File: config.mk
export PLATFORM = sky130hd
export DESIGN_NAME = lif_neuron_array
export DESIGN_NICKNAME = d
export VERILOG_FILES = /design/src/rtl/lif_neuron_array.sv
export SDC_FILE = /design/constraint.sdc
export NUM_CORES = 1
export LEC_CHECK = 0
export CORE_MARGIN = 8
export CORE_UTILIZATION = 55
export DETAILED_ROUTE_END_ITERATION = 8
export GPL_TIMING_DRIVEN = 0
export PLACE_DENSITY = 0.89
export RECOVER_POWER = 25
export SLEW_MARGIN = 10
export SYNTH_ARGS = -nofsm -noshare
export SYNTH_HDL_FRONTEND = slang
export SYNTH_SLANG_ARGS = --single-unit
File: constraint.sdc
create_clock -name clk -period 5.5 [get_ports clk]
set_clock_uncertainty 0.1 [all_clocks]
set_input_delay 0.55 -clock clk [delete_from_list [all_inputs] [get_ports clk]]
set_output_delay 0.55 -clock clk [all_outputs]
set_load 0.01 [all_outputs]
File: src/rtl/lif_neuron_array.sv
// Bank of NUM_CH leaky integrate-and-fire neurons with shift-based leak,
// saturating integration, shared threshold and absolute refractory period.
module lif_neuron_array #(
  parameter int NUM_CH       = 4,
  parameter int WIDTH        = 8,
  parameter int LEAK_SHIFT   = 4,
  parameter int REFRAC_TICKS = 2,
  parameter int V_RESET      = 0
) (
  input  logic                      clk,
  input  logic                      reset,
  input  logic                      tick,
  input  logic [NUM_CH-1:0]         chan_en,
  input  logic [NUM_CH*WIDTH-1:0]   i_ext,
  input  logic [WIDTH-1:0]          thresh,
  output logic [NUM_CH-1:0]         spike,
  output logic [NUM_CH*WIDTH-1:0]   voltage,
  output logic [NUM_CH-1:0]         in_refr,
  output logic [NUM_CH-1:0]         o_dbg_state
);

  // Interface timing: there is no handshake. Inputs are sampled only on a
  // clk edge with tick high; the results are valid from the following cycle
  // and hold until the next tick. spike is a one-cycle pulse.

  typedef enum logic {
    ST_INTEGRATE  = 1'b0,
    ST_REFRACTORY = 1'b1
  } state_t;

  localparam int CW = (REFRAC_TICKS > 0) ? $clog2(REFRAC_TICKS + 1) : 1;
  localparam logic [WIDTH-1:0] V_RST = WIDTH'(V_RESET);

  for (genvar k = 0; k < NUM_CH; k++) begin : g_ch
    logic [WIDTH-1:0] r_v;
    state_t           r_state;
    logic [CW-1:0]    r_cnt;
    logic             r_spike;

    logic [WIDTH-1:0] w_in;
    logic [WIDTH-1:0] w_leak;
    logic [WIDTH:0]   w_sum;
    logic [WIDTH-1:0] w_vnext;
    logic             w_fire;

    assign w_in    = i_ext[k*WIDTH +: WIDTH];
    // A shift of zero means no leak, not a full discharge.
    assign w_leak  = (LEAK_SHIFT == 0) ? '0 : (r_v >> LEAK_SHIFT);
    assign w_sum   = {1'b0, r_v} - {1'b0, w_leak} + {1'b0, w_in};
    assign w_vnext = w_sum[WIDTH] ? {WIDTH{1'b1}} : w_sum[WIDTH-1:0];
    assign w_fire  = (w_vnext >= thresh);

    always_ff @(posedge clk) begin
      if (reset) begin
        r_v     <= '0;
        r_state <= ST_INTEGRATE;
        r_cnt   <= '0;
        r_spike <= 1'b0;
      end else begin
        r_spike <= 1'b0;
        if (tick) begin
          if (!chan_en[k]) begin
            r_v     <= '0;
            r_state <= ST_INTEGRATE;
            r_cnt   <= '0;
          end else begin
            case (r_state)
              ST_INTEGRATE: begin
                if (w_fire) begin
                  r_spike <= 1'b1;
                  r_v     <= V_RST;
                  if (REFRAC_TICKS > 0) begin
                    r_state <= ST_REFRACTORY;
                    r_cnt   <= CW'(REFRAC_TICKS);
                  end
                end else begin
                  r_v <= w_vnext;
                end
              end
              ST_REFRACTORY: begin
                r_v <= V_RST;
                if (r_cnt <= CW'(1)) begin
                  r_cnt   <= '0;
                  r_state <= ST_INTEGRATE;
                end else begin
                  r_cnt <= r_cnt - CW'(1);
                end
              end
              default: begin
                r_v     <= '0;
                r_state <= ST_INTEGRATE;
                r_cnt   <= '0;
              end
            endcase
          end
        end
      end
    end

    assign spike[k]                 = r_spike;
    assign voltage[k*WIDTH +: WIDTH] = r_v;
    assign in_refr[k]               = (r_state == ST_REFRACTORY);
    assign o_dbg_state[k]           = r_state;
  end

endmodule

# [Yosys cells after proc, flatten, opt, wreduce, memory -nomap -nowiden]
# Index checks and enable logic that the tools add are counted.
[word_totals] out_inout_bits=44 wordCells=105 input_bits=47 register_bits=48
[classes] n_lt_le_gt_ge=8 bitwise=9 n_eq_ne=4 n_reduce_logical=8 add_sub_neg=12 n_mux=48
[ops] operator="$mux W8" n=12
[ops] operator="$pmux W8 S2" n=4
[ops] operator="$add A9 B8 Y9" n=4
[ops] operator="$sub A8 B4 Y9" n=4
[ops] operator="$ge A8 B8 Y1" n=4
[ops] operator="$mux W2" n=12
[ops] operator="$pmux W2 S2" n=4
[ops] operator="$reduce_or A4 Y1" n=4
[ops] operator="$mux W1" n=12
[ops] operator="$ne A3 B3 Y1 const B" n=4
[ops] operator="$not A1 Y1" n=9
[ops] operator="$le A2 B1 Y1 const B" n=4
[ops] operator="$pmux W1 S2" n=4
[ops] operator="$reduce_and A2 Y1" n=4
[ops] operator="$sub A2 B1 Y2 const B" n=4

# [Depth between registers and ports, before layout]
[depth] ltp_word=7 mapped_depth=18 ltp_nobuf=17

# [Worst setup path after synthesis]
# Ideal clock, no wire load.
[synth_path] path_kind="input to register" startpoint="in i_ext[18]" endpoint="reg g_ch[2].r_v[2]" required_ps=5342 setup_ps=58 path_buffers=1 stages=16 slack_ps=1480 t_arrival_ps=3862 cell_sequence="inv_1 -> fa_1 -> inv_1 -> ha_1 -> nor2b_4 -> o31a_4 -> o311a_4 -> o21bai_1 -> inv_1 -> ha_1 -> nor3b_1 -> o21ai_0 -> a21oi_1 -> nor2b_1 -> buf_1 -> a22o_2"
[synth_between] elab_chain_len=6
[synth_lines] element="start: declaration" line_no="14" rtl="input logic [NUM_CH*WIDTH-1:0] i_ext,"
[synth_lines] element="$add A9 B8 Y9 (*)" line_no="49" rtl="assign w_sum = {1'b0, r_v} - {1'b0, w_leak} + {1'b0, w_in};"
[synth_lines] element="$mux W8 (*)" line_no="50" rtl="assign w_vnext = w_sum[WIDTH] ? {WIDTH{1'b1}} : w_sum[WIDTH-1:0];"
[synth_lines] element="$ge A8 B8 Y1" line_no="51" rtl="assign w_fire = (w_vnext >= thresh);"
[synth_lines] element="$mux W8 (*)" line_no="69" rtl="if (w_fire) begin"
[synth_lines] element="$pmux W8 S2 (*)" line_no="67" rtl="case (r_state)"
[synth_lines] element="$mux W8 (*)" line_no="62" rtl="if (!chan_en[k]) begin"
[synth_lines] element="end signal: assignment" line_no="77" rtl="r_v <= w_vnext;"
[synth_lines] element="end: declaration" line_no="35" rtl="logic [WIDTH-1:0] r_v;"
# Every way passes the cells marked *; elsewhere a longest branch is shown, timed or not.
# A chain may end at the register's enable or synchronous reset.

# [Worst setup path in the final report]
[layout_path] startpoint="in i_ext[18]" endpoint="reg g_ch[2].r_v[4]"
# The elaborated chain is that of the path after synthesis.

==> impl_results.md <==
- Synth Instances: 622
- Fillers: 757
- DP Area: 6235 sq um
- Crit-path max FO: 8
- Yosys top cell area share: 20.19%
- Critical Path Sink Type: register
- Top cells by area, synth: ha_1 20%, dfxtp_1 18%, inv_1 11%, fa_1 6.2%, a22o_1 5.0%
- Slew of the pin with the lowest slew margin: 553.3 ps
- Routability cong.: 0.8910
- Final Cell Area: 6325 sq um
- Min-Delay Path Class: register to register
- Most common library cells after synthesis: 148 x inv_1, 84 x ha_1, 48 x dfxtp_1
- Antenna violations before repair: 0
- Row cnt: 35
- Layout cell share with drive strength beyond 1: 8.623%
- Antenna viol nets, final: 0
- Synth Cell Area: 5205 sq um
- Slew HR: 63.11%
- CP required: 5660 ps
- Hold_buf cts: 0
- Avg Inst Size Synth: 8.368 sq um
- Vert. Die Dim: 113.3 microns
- CTS sink cnt: 48
- Total die area: 12830 sq um
- Cts bufs inserted: 5
- Outcome: complete, no violations
- I/O Buffers: 89
- I/O pins: 91
- Synth async-reset ratio: 0%
- Ant. Diodes: 0
- P&R area growth vs syn: 21.51%
- Number of synthesized flops with an enable pin: 0
- Final HPWL DP: 10.88 mm
- Unrepaired setup endpoints after global routing: false
- Worst path arrival time: 4760 ps
- Syn_nets: 769
- Clk slew on worst S/H paths: 90 ps
- Post-synth top flop: dfxtp_1
- FMAX: 217.4 MHz
- Fin crit share: 83.64%
- DR vias/cell: 5.696
- Sequential area share after synthesis: 18.46%
- Initial Util: 56.60%
- Distinct cell type count after synthesis: 55
- Core area: 9196 sq um
- Largest net degree at the start of global routing: 14
- CTS Buffer Depth: 2
- Worst VDD drop: 169.2 uV
- Final Util: 68.78%
- Register area: 960.9 sq um
- Largest area contributor in the netlist: ha_1
- Via count: 4728
- Minimum clock period: 4600 ps
- Clk Latency, worst-skew pair: 310 ps
- Crit start category: input port
- Most numerous cell in the Yosys netlist: inv_1
- Vias in the first global route: 4834
- Synth warn: 0
- Die Span X: 113.3 microns
- Multi-input gate area: 3571 sq um
- Remaining DRCs: 0
- Max-capacitance violation count: 0
- Post-CTS Resized: 0
- Slew Limit Fails: 0
- Setup Buffers After CTS: 0
- Fin. Hold Viols: 0
- Pwr Density: 338.8 nW/um^2
- CTS tree: yes
- Crit Path Class: input port to register
- CTS root buffer: clkbuf_8
- DRT iter0 DRCs: 164
- P_leak: 3.130 nW
- Drt total wl: 12.99 mm
- First-pass GRT wire length: 22.10 mm
- Remaining global-route overflow: 0
- Gr usage total: 20.40%
- Register bit count reported by yosys: 48
- Endpoints failing setup: 0
- H-tree levels: 2
- Wire per inst: 15.65 microns
- Drt first pass iters: 4
- Setup_tns: 0 ps
- Final #Nets: 865
per-layer routing:
metal	GRT usage (%)	share of wire [%]
met1	22.46	42
met5	0	0
met2	38.77	52
met4	7.105	2.1
met3	2.875	4.3
kinds of logic after synthesis:
| group | Yosys count | synth area share (%) |
|---|---|---|
| compound gates | 186 | 29.23 |
| xor+xnor | 6 | 1.010 |
| fa+ha+maj | 100 | 26.35 |
| buf+inv | 167 | 12.93 |
| flops | 48 | 18.46 |
| mux | 4 | 0.7693 |
| simple gates | 111 | 11.25 |
cell usage in the layout, fill, tap and decap left out, drive strengths merged, types with 10 or more instances in the layout:
cell and instances:
inv 148, ha 84, clkdlybuf4s50 66, dfxtp 48, nand2 42, o21ai 35
a22o 32, a21oi 28, dlygate4sd3 23, o22ai 19, nor3 17, fa 16
o21a 14, nor2 14, buf 14, clkbuf 13, a21o 11, nor2b 10
metrics by stage:
step	hold slack, ps	instances	power [W]	setup slack, ps
global placement	370.3	822	0.001848	661.7
CTS	406.5	830	0.002147	894.1
finish	411.7	830	0.002143	899.8
floorplan	356.6	622	0.001538	1480
detailed placement	386.3	822	0.001923	591.1
global route	419.7	830	0.002334	622.1
where the power goes:
part           internal [W]  switching [W]  leakage, nW
sequential         0.000392      0.0000482        0.390
clock              0.000103       0.000121       0.0455
combinational      0.000673       0.000806         2.69
total               0.00117       0.000975         3.13
area by class of cell:
type | instances | area share [%]
inverters | 148 | 8.783
multi-input cells | 407 | 56.46
repair buffers | 89 | 14.09
plain buffers | 19 | 1.860
clock buffers | 8 | 1.424
well taps | 111 | 2.196
flip-flops and latches | 48 | 15.19
worst max-delay path, cell delays in order:
cell             delay, ps
clkdlybuf4s50_1        450
inv_1                   60
fa_1                   530
inv_1                   40
ha_1                   330
nor2b_4                160
o31a_4                 310
o311a_4                430
o21bai_1               210
inv_1                   60
ha_1                   270
nor3b_1                200
o21ai_0                110
a21oi_1                320
nor2b_1                190
buf_1                  310
a22o_2                 210
state kept, by name, indices dropped and copies added, names as in the netlist:
signal and flops:
g_ch.r_cnt 8, g_ch.r_spike 4, g_ch.r_state 4, g_ch.r_v 32
path summary, 6_finish.rpt:
kind / slack (ps) / start / to / depth (start not counted)
min: 410 / g_ch[2].r_v[0]$_SDFFE_PP0P_ / g_ch[2].r_v[0]$_SDFFE_PP0P_ / 1
min reg2reg: 410 / g_ch[2].r_v[0]$_SDFFE_PP0P_ / g_ch[2].r_v[0]$_SDFFE_PP0P_ / 1
max reg2reg: 1210 / g_ch[2].r_v[2]$_SDFFE_PP0P_ / g_ch[2].r_v[4]$_SDFFE_PP0P_ / 16
max: 900 / i_ext[18] / g_ch[2].r_v[4]$_SDFFE_PP0P_ / 17
Note: power is estimated with default switching activity, not from simulation.
==> patch 1: new RTL, same flow settings <==
Change the parameter `REFRAC_TICKS` from 2 to 4.
--- a/src/rtl/lif_neuron_array.sv
+++ b/src/rtl/lif_neuron_array.sv
@@ -6,3 +6,3 @@
   parameter int LEAK_SHIFT   = 4,
-  parameter int REFRAC_TICKS = 2,
+  parameter int REFRAC_TICKS = 4,
   parameter int V_RESET      = 0
Behaviour: not the same (a bounded check fails within 4 cycles, from zero or initial values and one cycle with reset high).
==> patch 1 against the unedited design <==
Power rose by 4.2%. Worst setup slack got worse by 0.55 ns. Cell count rose by 17%. Synthesized area rose by 8.9%. Critical path depth did not move. Sequential power rose by 8.0%. Sequential cell count rose by 4. Non-clock buffer count rose by 5. Wire length rose by 2.2%. Register-to-register slack got worse by 0.55 ns. Synthesized cell count rose by 19%. First-iteration DRC count rose by 32%. Final area rose by 7.7%.
==> patch 1: results (changes against the unedited design) <==
Cells and area
The fraction of final layout cells sized beyond drive strength 1 is 4.43% (was 8.62%). Registers with the most flip-flops: g_ch.r_v (32), g_ch.r_cnt (12) (was g_ch.r_v (32), g_ch.r_cnt (8)). The number of nets in the layout is 990 (was 865). The diode insertion count for antenna repair is 0 (unchanged). The register name with the most flops was g_ch.r_v (unchanged).

The number of flip-flops under the largest register name came to 32 (unchanged). The final cell utilization of the core came to 66.9% (was 68.8%). The layout filler cell count is 860 (was 757).

Critical path
The number of cell instances on the worst register-to-register path is 15 (was 16). The slowest cell on the critical path is a21boi_0 (was fa_1). The setup slack of the worst register-to-register path is 0.66 ns (was 1.21 ns).

The maximum cell stage delay along the critical path is 0.56 ns (was 0.53 ns). The critical register-to-register path startpoint was g_ch[2].r_v[5] (was g_ch[2].r_v[2]). The signal arrival time at the worst endpoint is 5.27 ns (was 4.76 ns). The terminus of the critical flop-to-flop path is g_ch[2].r_v[2] (was g_ch[2].r_v[4]).

Synthesis
The warning count from the yosys run was 0 (unchanged). The number of nets in the synthesized netlist is 895 (was 769). The number of flops mapped to enable cells by yosys is 0 (unchanged). The number of distinct library cells after synthesis is 69 (was 55). The proportion of synthesized flip-flops having asynchronous set or reset is 0% (unchanged). Top cells by area in the synthesized netlist: ha_1 (20%), dfxtp_1 (18%), inv_1 (11%) (unchanged).

The share of the yosys chip area belonging to registers is 18.4% (was 18.5%). Leading cell types by count after synthesis: inv_1 (166), ha_1 (92), nand2_1 (53) (was inv_1 (148), ha_1 (84), dfxtp_1 (48)).

Timing
The headroom to the max-slew limit is 48.3% (was 63.1%). The minimum clock period is 5.15 ns (was 4.60 ns).

Placed design
The pre-CTS setup slack is 0.107 ns (was 0.591 ns). The placement-stage cell area came to 6720 um2 (was 6230 um2). The placed wire-length estimate after detailed placement is 11100 um (was 10900 um). The count of port buffers added during placement is 88 (was 89).

The weighted congestion at the end of routability-driven global placement is 0.900 (was 0.891).

Routing
The total iterations of the first detailed-routing run is 5 (was 4). The DRC marker count from the first detailed-route iteration is 217 (was 164). The per-cell via count in the routed design is 5.44 (was 5.70). The sum of routed wire length over all layers is 13300 um (was 13000 um).

Power
The worst-case vdd ir drop is 0.000150 V (was 0.000169 V). The leakage component of the power came to 3.23 nW (was 3.13 nW).

Clock network
The H-tree level count is 2 (unchanged). The total setup buffers inserted after CTS is 0 (unchanged). The post-cts resize count is 0 (unchanged). The buffer levels on the longest clock path is 2 (unchanged).

Global route
The number of antenna violations at the first check in global routing was 0 (unchanged). The overall fraction of global-route tracks in use is 18.4% (was 20.4%). The number of global-route vias before repair is 4994 (was 4834).

The largest net degree at the start of global routing is 15 (was 14). The global-route wire length before repair came to 22200 um (was 22100 um).

Hold path
The sink of the worst hold path was g_ch[1].r_v[0] (was g_ch[2].r_v[0]). The instance count along the most critical hold path is 2 (was 1). The startpoint of the worst hold path is g_ch[1].r_v[0] (was g_ch[2].r_v[0]). The path category of the worst min-delay check is flip-flop to flip-flop (unchanged).

Status
Status: finished clean (unchanged).
patch 1: changes by cell type in the layout (fill, tap and decap cells not counted), sizes merged, moves of 9 or more:
| cell | delta |
|---|---|
| a21o | +9 |
| a21oi | +9 |
| a22o | -25 |
| inv | +18 |
| nand2 | +11 |
| nand2b | +10 |
| nand3 | +10 |
| nor2 | +25 |
| o21ai | +22 |
| o22ai | -17 |
patch 1: through the flow:
step / total power, W / instances / hold WS, ns
finish: 0.00223 / 972 / 0.371
global route: 0.00245 / 972 / 0.398
CTS: 0.00224 / 972 / 0.377
detailed placement: 0.00201 / 964 / 0.361
global placement: 0.00196 / 964 / 0.356
floorplan: 0.00162 / 740 / 0.331
patch 1: final cells by class:
class,count,area share [%]
Buffer,25,2.08
Clock buffer,8,1.32
Inverter,167,9.20
Multi-Input combinational cell,496,56.7
Sequential cell,52,15.3
Tap cell,136,2.50
Timing Repair Buffer,88,12.9
patch 1: metal layers:
| layer | GRT usage [%] | wire, um | vias to the layer above |
|---|---|---|---|
| met5 | 0 | 0 | - |
| met4 | 3.76 | 186 | 0 |
| met3 | 2.93 | 563 | 18 |
| met2 | 33.4 | 6490 | 139 |
| met1 | 22.3 | 6030 | 2447 |
| li1 | - | - | 2684 |
patch 1: worst max path at each step:
stage                    from              to  cells past startpoint
finish              i_ext[17]  g_ch[2].r_v[2]                     17
global route        i_ext[17]  g_ch[2].r_v[7]                     17
CTS                 i_ext[17]  g_ch[2].r_v[1]                     17
detailed placement  i_ext[26]  g_ch[3].r_v[6]                     17
global placement    i_ext[17]  g_ch[2].r_v[2]                     17
floorplan           i_ext[26]  g_ch[3].r_v[0]                     16
patch 1: kinds of logic after synthesis:
| kind of cell | Yosys count | synth area share, % |
|---|---|---|
| flops | 52 | 18.4 |
| mux | 2 | 0.397 |
| simple gates | 162 | 13.9 |
| compound gates | 205 | 24.9 |
| fa+ha+maj | 108 | 25.9 |
| xor+xnor | 19 | 2.93 |
| buf+inv | 192 | 13.5 |
patch 1: worst reg2reg max path, delay by kind of cell (launching register included):
kind | cells | cell delay [ns]
adder cells (fa/ha/maj) | 3 | 1.24
AO/OA/AOI/OAI | 8 | 2.20
AND/OR/NAND/NOR | 4 | 0.76
flip-flops | 1 | 0.46
patch 1: power breakdown:
group | leakage (nW) | switching [W] | internal [W]
Clock | 0.0455 | 0.000120 | 0.000103
Combinational | 2.76 | 0.000826 | 0.000709
Sequential | 0.422 | 0.0000517 | 0.000423
==> patch 2: new RTL, config.mk and constraints unchanged <==
Without the edit above. Register the output `in_refr`; this adds one clock of latency there. The other outputs are not delayed to match.
--- a/src/rtl/lif_neuron_array.sv
+++ b/src/rtl/lif_neuron_array.sv
@@ -32,2 +32,4 @@
   localparam logic [WIDTH-1:0] V_RST = WIDTH'(V_RESET);
+
+  logic [NUM_CH-1:0] in_refr_d;
 
@@ -101,4 +103,8 @@
     assign voltage[k*WIDTH +: WIDTH] = r_v;
-    assign in_refr[k]               = (r_state == ST_REFRACTORY);
+    assign in_refr_d[k]               = (r_state == ST_REFRACTORY);
     assign o_dbg_state[k]           = r_state;
+  end
+
+  always_ff @(posedge clk) begin
+    in_refr <= in_refr_d;
   end
Formal check against the unedited RTL: not equivalent (Yosys sat finds a counterexample within 4 cycles, from zero or initial values and one cycle with reset high).
==> patch 2 against the unedited design <==
Global-route usage is 0.50 points lower. Sequential cell count grew 4. Worst setup slack worse by 0.14 ns. Wire length fell by 2.9%. Final area up 2.2%. Synthesized area up 1.8%. Fmax down 3.0%. Power is 3.4% higher. Highest routed layer unchanged.
==> patch 2: results (changes against the unedited design) <==
Clock network
For the worst-skew pair, the clock arrives at the later sink with an insertion delay of ~0.3 ns. The H-tree level count is 2 (unchanged). The cell chosen for the clock root is clkbuf_8 (unchanged).

Power
The leakage component of the power is 3.14 nW (was 3.13 nW). The worst-case vdd ir drop came to 0.000163 V (was 0.000169 V). The fraction of power spent switching nets is 44.4% (was 45.5%). The reported net switching power was 0.000984 W (was 0.000975 W). The power in the clock group is 0.000256 W (was 0.000223 W).

Global route
The number of antenna violations at the first check in global routing is 0 (unchanged). The met3 usage is 3.11% (was 2.88%). The met1 usage is 22.9% (was 22.5%). The global-route wire length before repair is 21700 um (was 22100 um). The overall fraction of global-route tracks in use came to 19.9% (was 20.4%). The largest net degree at the start of global routing is 15 (was 14). The number of global-route vias before repair came to 4846 (was 4834). The met2 track demand over resource is 36.2% (was 38.8%).

Routing
The DRC marker count from the first detailed-route iteration came to 154 (was 164). The detailed-route wire length on metal 1 was 5470 um (was 5390 um). The total iterations of the first detailed-routing run is 5 (was 4). The via count of the routed design came to 4678 (was 4728).

The average routed wire per standard cell is 14.8 um (was 15.6 um). The per-cell via count in the routed design is 5.49 (was 5.70). The routed wire length on met3 was 589 um (was 564 um). The met2 wirelength from detailed routing was 6220 um (was 6750 um).

Synthesis
The number of distinct library cells after synthesis is 57 (was 55). Leading cell types by count after synthesis: inv_1 (148), ha_1 (84), dfxtp_1 (52) (was inv_1 (148), ha_1 (84), dfxtp_1 (48)). The mean area per synthesized cell is 8.50 um2 (was 8.37 um2). The number of nets in the synthesized netlist is 770 (was 769). Top cells by area in the synthesized netlist: ha_1 (20%), dfxtp_1 (20%), inv_1 (10%) (was ha_1 (20%), dfxtp_1 (18%), inv_1 (11%)).

The share of the yosys chip area belonging to registers is 19.7% (was 18.5%).

Placed design
The number of instances in the placed design is 846 (was 822). The pre-CTS setup slack is 0.482 ns (was 0.591 ns). The placed wire-length estimate after detailed placement is 10600 um (was 10900 um). The placement-stage cell area is 6360 um2 (was 6230 um2). The count of port buffers added during placement is 90 (was 89). The weighted congestion at the end of routability-driven global placement is 0.875 (was 0.891).

Hold path
The instance count along the most critical hold path was 0 (was 1). The startpoint of the worst hold path is g_ch[0].r_state (was g_ch[2].r_v[0]). The path category of the worst min-delay check is flip-flop to flip-flop (unchanged). The sink of the worst hold path was in_refr[0] (was g_ch[2].r_v[0]).

Critical path
The terminus of the critical flop-to-flop path is g_ch[2].r_v[3] (was g_ch[2].r_v[4]). The signal arrival time at the worst endpoint came to 4.90 ns (was 4.76 ns). The worst setup path startpoint was i_ext[18] (unchanged). The setup slack of the worst register-to-register path is 1.11 ns (was 1.21 ns).

Job
The number of maximum-capacitance constraint violations is 0 (unchanged).

Timing
The worst hold slack across all endpoints was 0.290 ns (was 0.412 ns). The transition at the pin with the smallest max-transition slack is 0.561 ns (was 0.553 ns). The worst setup margin is 0.757 ns (was 0.900 ns).

Cells and area
The number of nets in the layout was 867 (was 865).

Status
Status: finished clean (unchanged).
-- patch 2: changes by cell type after synthesis, sizes merged, moves of 3 or more --
cell,change
buf,-5
nand2,-3
dfxtp,+4
o32ai,+3
o22ai,-3
-- patch 2: area by class of cell --
class	instances	area [um2]
plain buffers	14	82.6
clock buffers	5	68.8
clock inverters	1	30.0
fillers	780	3090
inverters	148	556
multi-input cells	409	3620
flip-flops and latches	52	1040
well taps	133	166
repair buffers	90	901
-- patch 2: kinds of logic (layout without fill, tap and decap cells) --
logic type / count (synthesis) / count (layout) / synth area share [%]
AOI/OAI and AO/OA: 189 / 189 / 29.7
buffers and inverters: 162 / 258 / 12.0
and+or+nand+nor: 110 / 110 / 10.9
adders and majority gates: 100 / 100 / 25.9
DFF: 52 / 52 / 19.7
xor gates and xnor gates: 6 / 6 / 0.992
muxes: 4 / 4 / 0.780
